$ cat config.mk
export PLATFORM = sky130hd
export DESIGN_NAME = t2mi_timestamp_extractor
export DESIGN_NICKNAME = d
export VERILOG_FILES = /design/src/rtl/t2mi_timestamp_extractor.sv
export SDC_FILE = /design/constraint.sdc
export NUM_CORES = 1
export LEC_CHECK = 0
export ABC_CLOCK_PERIOD_IN_PS = 2100
export CORE_MARGIN = 1.5
export CORE_UTILIZATION = 30
export CTS_CLUSTER_SIZE = 16
export DETAILED_ROUTE_END_ITERATION = 16
export REMOVE_ABC_BUFFERS = 1
export SYNTH_ARGS = -nofsm -noshare
export SYNTH_HDL_FRONTEND = slang
export SYNTH_SLANG_ARGS = --single-unit
export TNS_END_PERCENT = 50
$ cat constraint.sdc
create_clock -name clk -period 2.1 [get_ports clk]
set_input_delay 0.42 -clock clk [delete_from_list [all_inputs] [get_ports clk]]
set_output_delay 0.42 -clock clk [all_outputs]
set_load 0.005 [all_outputs]
$ cat src/rtl/t2mi_timestamp_extractor.sv
// T2-MI timestamp extractor: picks type-0x20 packets out of the parser byte
// stream, assembles bw/seconds/subseconds/utco and publishes one per packet.
//
// Ports:
//   clk, rst       system clock, synchronous active-high reset
//   packet_*       parser byte stream (start pulse, type, length, bytes, end)
//   ts_valid       1-cycle pulse, ts_* fields updated this cycle
//   ts_bw/seconds/subseconds/utco  last accepted timestamp
//   ts_error       1-cycle pulse, a timestamp packet was rejected
//   ts_count/err_count  saturating accept / reject counters
module t2mi_timestamp_extractor #(
   parameter logic [7:0] TS_PACKET_TYPE   = 8'h20,
   parameter int         TS_PAYLOAD_BYTES = 11,
   parameter int         CNT_WIDTH        = 16
) (
   input  logic                 clk,
   input  logic                 rst,
   input  logic                 packet_start,
   input  logic [7:0]           packet_type,
   input  logic [15:0]          packet_length,
   input  logic                 packet_valid,
   input  logic [7:0]           packet_data,
   input  logic                 packet_end,
   output logic                 ts_valid,
   output logic [3:0]           ts_bw,
   output logic [39:0]          ts_seconds,
   output logic [26:0]          ts_subseconds,
   output logic [12:0]          ts_utco,
   output logic                 ts_error,
   output logic [CNT_WIDTH-1:0] ts_count,
   output logic [CNT_WIDTH-1:0] err_count
);

   typedef enum logic [1:0] {IDLE, FIRST, COLLECT, SKIP} state_t;

   localparam logic [3:0]  NB  = 4'(TS_PAYLOAD_BYTES);
   localparam logic [15:0] NBL = 16'(TS_PAYLOAD_BYTES);

   state_t         state_q, state_d;
   logic [3:0]     idx_q, idx_d, idx_n;
   logic [79:0]    sr_q, sr_d, sr_n;
   logic [3:0]     b0_q, b0_d;
   logic           acc, rej;
   logic           last;

   logic                 vld_q, err_q;
   logic [3:0]           bw_q;
   logic [39:0]          sec_q;
   logic [26:0]          sub_q;
   logic [12:0]          utc_q;
   logic [CNT_WIDTH-1:0] tcnt_q, ecnt_q;

   assign last = packet_valid & packet_end;

   // Byte-accepted view of idx / shift register, used by COLLECT.
   always_comb begin
      idx_n = idx_q;
      sr_n  = sr_q;
      if (idx_q < NB) begin
         idx_n = idx_q + 4'd1;
         sr_n  = {sr_q[71:0], packet_data};
      end
   end

   always_comb begin
      state_d = state_q;
      idx_d   = idx_q;
      sr_d    = sr_q;
      b0_d    = b0_q;
      acc     = 1'b0;
      rej     = 1'b0;
      unique case (state_q)
         IDLE: ;
         FIRST: begin
            if (packet_valid) begin
               if (packet_type != TS_PACKET_TYPE) begin
                  state_d = packet_end ? IDLE : SKIP;
               end else begin
                  b0_d    = packet_data[3:0];
                  idx_d   = 4'd1;
                  state_d = COLLECT;
                  if (packet_end) begin
                     rej     = 1'b1;
                     state_d = IDLE;
                  end
               end
            end
         end
         COLLECT: begin
            if (packet_valid) begin
               idx_d = idx_n;
               sr_d  = sr_n;
            end
            if (last) begin
               state_d = IDLE;
               if (idx_n == NB && packet_length >= NBL) acc = 1'b1;
               else                                    rej = 1'b1;
            end else if (packet_start) begin
               // New packet before this one ended: abandoned timestamp.
               rej = 1'b1;
            end
         end
         SKIP: if (last) state_d = IDLE;
         default: state_d = IDLE;
      endcase
      // A start always opens a new packet; any end in the same cycle
      // has already been decided above.
      if (packet_start) state_d = FIRST;
   end

   always_ff @(posedge clk) begin
      if (rst) begin
         state_q <= IDLE;
         idx_q   <= '0;
         sr_q    <= '0;
         b0_q    <= '0;
         vld_q   <= 1'b0;
         err_q   <= 1'b0;
         bw_q    <= '0;
         sec_q   <= '0;
         sub_q   <= '0;
         utc_q   <= '0;
         tcnt_q  <= '0;
         ecnt_q  <= '0;
      end else begin
         state_q <= state_d;
         idx_q   <= idx_d;
         sr_q    <= sr_d;
         b0_q    <= b0_d;
         vld_q   <= acc;
         err_q   <= rej;
         if (acc) begin
            bw_q  <= b0_q;
            sec_q <= sr_d[79:40];
            sub_q <= sr_d[39:13];
            utc_q <= sr_d[12:0];
            if (tcnt_q != '1) tcnt_q <= tcnt_q + 1'b1;
         end
         if (rej && ecnt_q != '1) ecnt_q <= ecnt_q + 1'b1;
      end
   end

   assign ts_valid      = vld_q;
   assign ts_error      = err_q;
   assign ts_bw         = bw_q;
   assign ts_seconds    = sec_q;
   assign ts_subseconds = sub_q;
   assign ts_utco       = utc_q;
   assign ts_count      = tcnt_q;
   assign err_count     = ecnt_q;

endmodule

==> qor.txt <==
Status - finished, violations left
Violated checks - negative setup slack
Root buf cell - clkbuf_16
Clk buf depth - 3
Cts hold-fix bufs - 0
DR vias - 6537
H-tree Lvls - 1
Slowest cell on crit path - a2111oi_4
Worst hold-check path type - in2reg
Crit path cell chain - ha_4 -> o21ai_4 -> mux2i_2 -> buf_4 -> a2111oi_4 -> buf_6 -> bufbuf_16 -> nor2_1 -> a211oi_1
Total track usage - 14.2%
Synth Register Bits - 208
Vias in the first global route - 6124
CP max stage delay - 0.36 ns
Routability Congestion - 0.799
Hold worst-path end - b0_q[2]
Hold_sp - rst
FF-to-FF End - ts_subseconds[10]
Worst EP required - 2.51 ns
IO Pins - 155
Commonest non-fill, non-tap cell in the layout - dfxtp_1
Initial DRT Pass Iterations - 4
Initial antenna violation count - 0
Sequential-to-total area share from yosys stat - 52.8%
Final Max Tran Viols - 0
Worst R2R Setup Slack - -0.05 ns
Mean Syn Cell Area - 9.69 sq um
Period utilisation layout - 102%
Core Rows - 59
Wire length per cell - 14.9 um
Dpl cell area - 0.0101 sq mm
# clock sinks - 208
Post-Synthesis Cells - 814
ANT nets after route - 0
Skew-Pair Late Insertion Delay - 0.51 ns
Post-synth EDFFs - 0
Worst path bufs/invs - 3
Syn-to-layout area delta - 47.4%
Unique masters post-synth - 44
Final setup margin - -0.0509 ns
Max Cap Viol - 0
Port bufs - 154
Fin. Hold Viols - 0
Die Span Y - 165 um
Clk slew on worst S/H paths - 0.06 ns
Layout fillers - 2457
Static leakage - 0.00465 uW
First-pass GRT wire length - 31.3 mm
Drt drc - 0
Min cycle time layout - 2.15 ns
Worst-Margin Slew - 0.698 ns
Critical path endpoint category - flop
RSZ-0062 raised after global routing - yes
DP Wirelength - 12.5 mm
Largest net degree at the start of global routing - 87
Vias/cell - 4.78
Most frequent cells in the layout - 204 x dfxtp_1, 186 x nor2_1, 153 x clkdlybuf4s50_1, 89 x mux2i_1, 59 x a211oi_1
Worst Path Max Fanout - 7
Worst Skew - 0.0108 ns
Post-Layout Cell Count - 1369
Critical path class - reg2reg
Critical path startpoint category - flop
Initial core utilization - 30.4%
Hold Path Stages - 2
Worst IR drop on VDD - 0.470 mV
GRT overflow - 0
Reg area - 0.00417 sq mm
Number of synthesis warnings - 0
N_diodes - 0
Multi-input gate area - 0.00370 sq mm
Core area - 0.0259 sq mm
Starting DRT DRC Count - 319
Placed cells - 1302
Asr flop ratio synth - 0%
Share of layout cells above drive strength 1 - 16.9%
TritonCTS clock tree - yes
Die area - 0.0273 sq mm
Pre-CTS setup slack - -0.640 ns
Top FF cell, synth - dfxtp_1
Finished Cell Area - 0.0116 sq mm
FMAX - 0.465 GHz
Worst flop-to-flop path startpoint - idx_q[0]
Power Density - 720 mW/mm^2
Nets - 1063
R2R depth - 9
Post-Route WL - 20.4 mm
# setup viols final - 23
Die width - 165 um
Crit path max-delay family - compound AO/OA/AOI/OAI gates
Netlist Area Pre-Place - 0.00789 sq mm
Max-Slew Margin vs Limit - 53.5%
Num CTS Buffers - 23
Crit path arrival time - 2.56 ns
where the power goes:
group | switching, uW | total [uW] | internal, uW
combinational | 165 | 312 | 147
clock | 1610 | 4100 | 2490
sequential | 4.04 | 3960 | 3950
worst max path at each step:
stage / cells past startpoint / startpoint / end / slack [ns]
after detailed placement: 7 / packet_type[4] / err_count[4] / -0.64
after global placement: 8 / packet_type[4] / err_count[8] / -0.57
after CTS: 8 / idx_q[0] / ts_subseconds[9] / -0.01
final: 9 / idx_q[0] / ts_subseconds[10] / -0.05
after global routing: 8 / idx_q[1] / err_count[13] / -0.17
after floorplan: 7 / idx_q[0] / ts_count[1] / -4.24
synthesized netlist by cell type, types with 8 or more instances:
library cell / number / area, sq um
xor2_1: 14 / 123
buf_1: 8 / 30.0
clkbuf_1: 33 / 124
nand2_1: 12 / 45.0
mux2i_1: 90 / 901
o21ai_0: 9 / 45.0
nand4_1: 17 / 106
a21oi_1: 18 / 90.1
nor2_1: 193 / 724
a211oi_1: 83 / 623
dfxtp_1: 208 / 4160
buf_2: 12 / 60.1
and3_1: 12 / 75.1
inv_1: 8 / 30.0
nand3_1: 15 / 75.1
per-stage QoR:
| stage | total power [uW] | util [%] | hold WS (ns) | setup TNS, ns |
|---|---|---|---|---|
| after floorplan | 4140 | - | 0.461 | -577.23 |
| after global placement | 4340 | 39.0 | 0.473 | -50.36 |
| after detailed placement | 4340 | 39.0 | 0.482 | -50.75 |
| after CTS | 8490 | 43.1 | 0.381 | -0.0311 |
| after global routing | 8680 | 44.9 | 0.394 | -6.23 |
| final | 8370 | 44.9 | 0.384 | -0.419 |
routing by layer:
layer  up-vias  global-route usage [%]  wire, um
li1       3286                       -         -
met1      3115                    18.8      9480
met2       110                    23.4      9700
met3        26                    2.47       746
met4         0                    4.14       432
met5         -                       0         0
layout make-up:
class / instances / share of cell area, %
clock inverter: 10 / 1.16
clock buffer: 30 / 5.43
multi-input combinational: 540 / 31.8
inverter: 8 / 0.258
timing repair buffer: 238 / 21.9
tap: 335 / 3.61
sequential: 208 / 35.9
timing repair:
action / in CTS / in global routing
buffers inserted: 5 / 12
pin swaps: 3 / 32
resized for setup: 18 / 55
gates cloned: 6 / 5
endpoints found under the setup margin: 89 / 88
sequential cells by signal, indices dropped and copies added, names as in the netlist:
name and count:
b0_q 4, sr_q 80, ts_error 1, ts_count 16, err_count 16, idx_q 4
ts_subseconds 27, ts_utco 13, ts_bw 4, state_q 2, ts_valid 1, ts_seconds 40
cells by family after synthesis:
group,Yosys count,synth area share [%]
xor+xnor,15,1.67
mux,92,11.7
flops,208,52.8
buf+inv,66,3.57
compound gates,129,11.9
simple gates,297,17.2
fa+ha+maj,7,1.11
No activity file was read; power rests on OpenSTA's default activity.
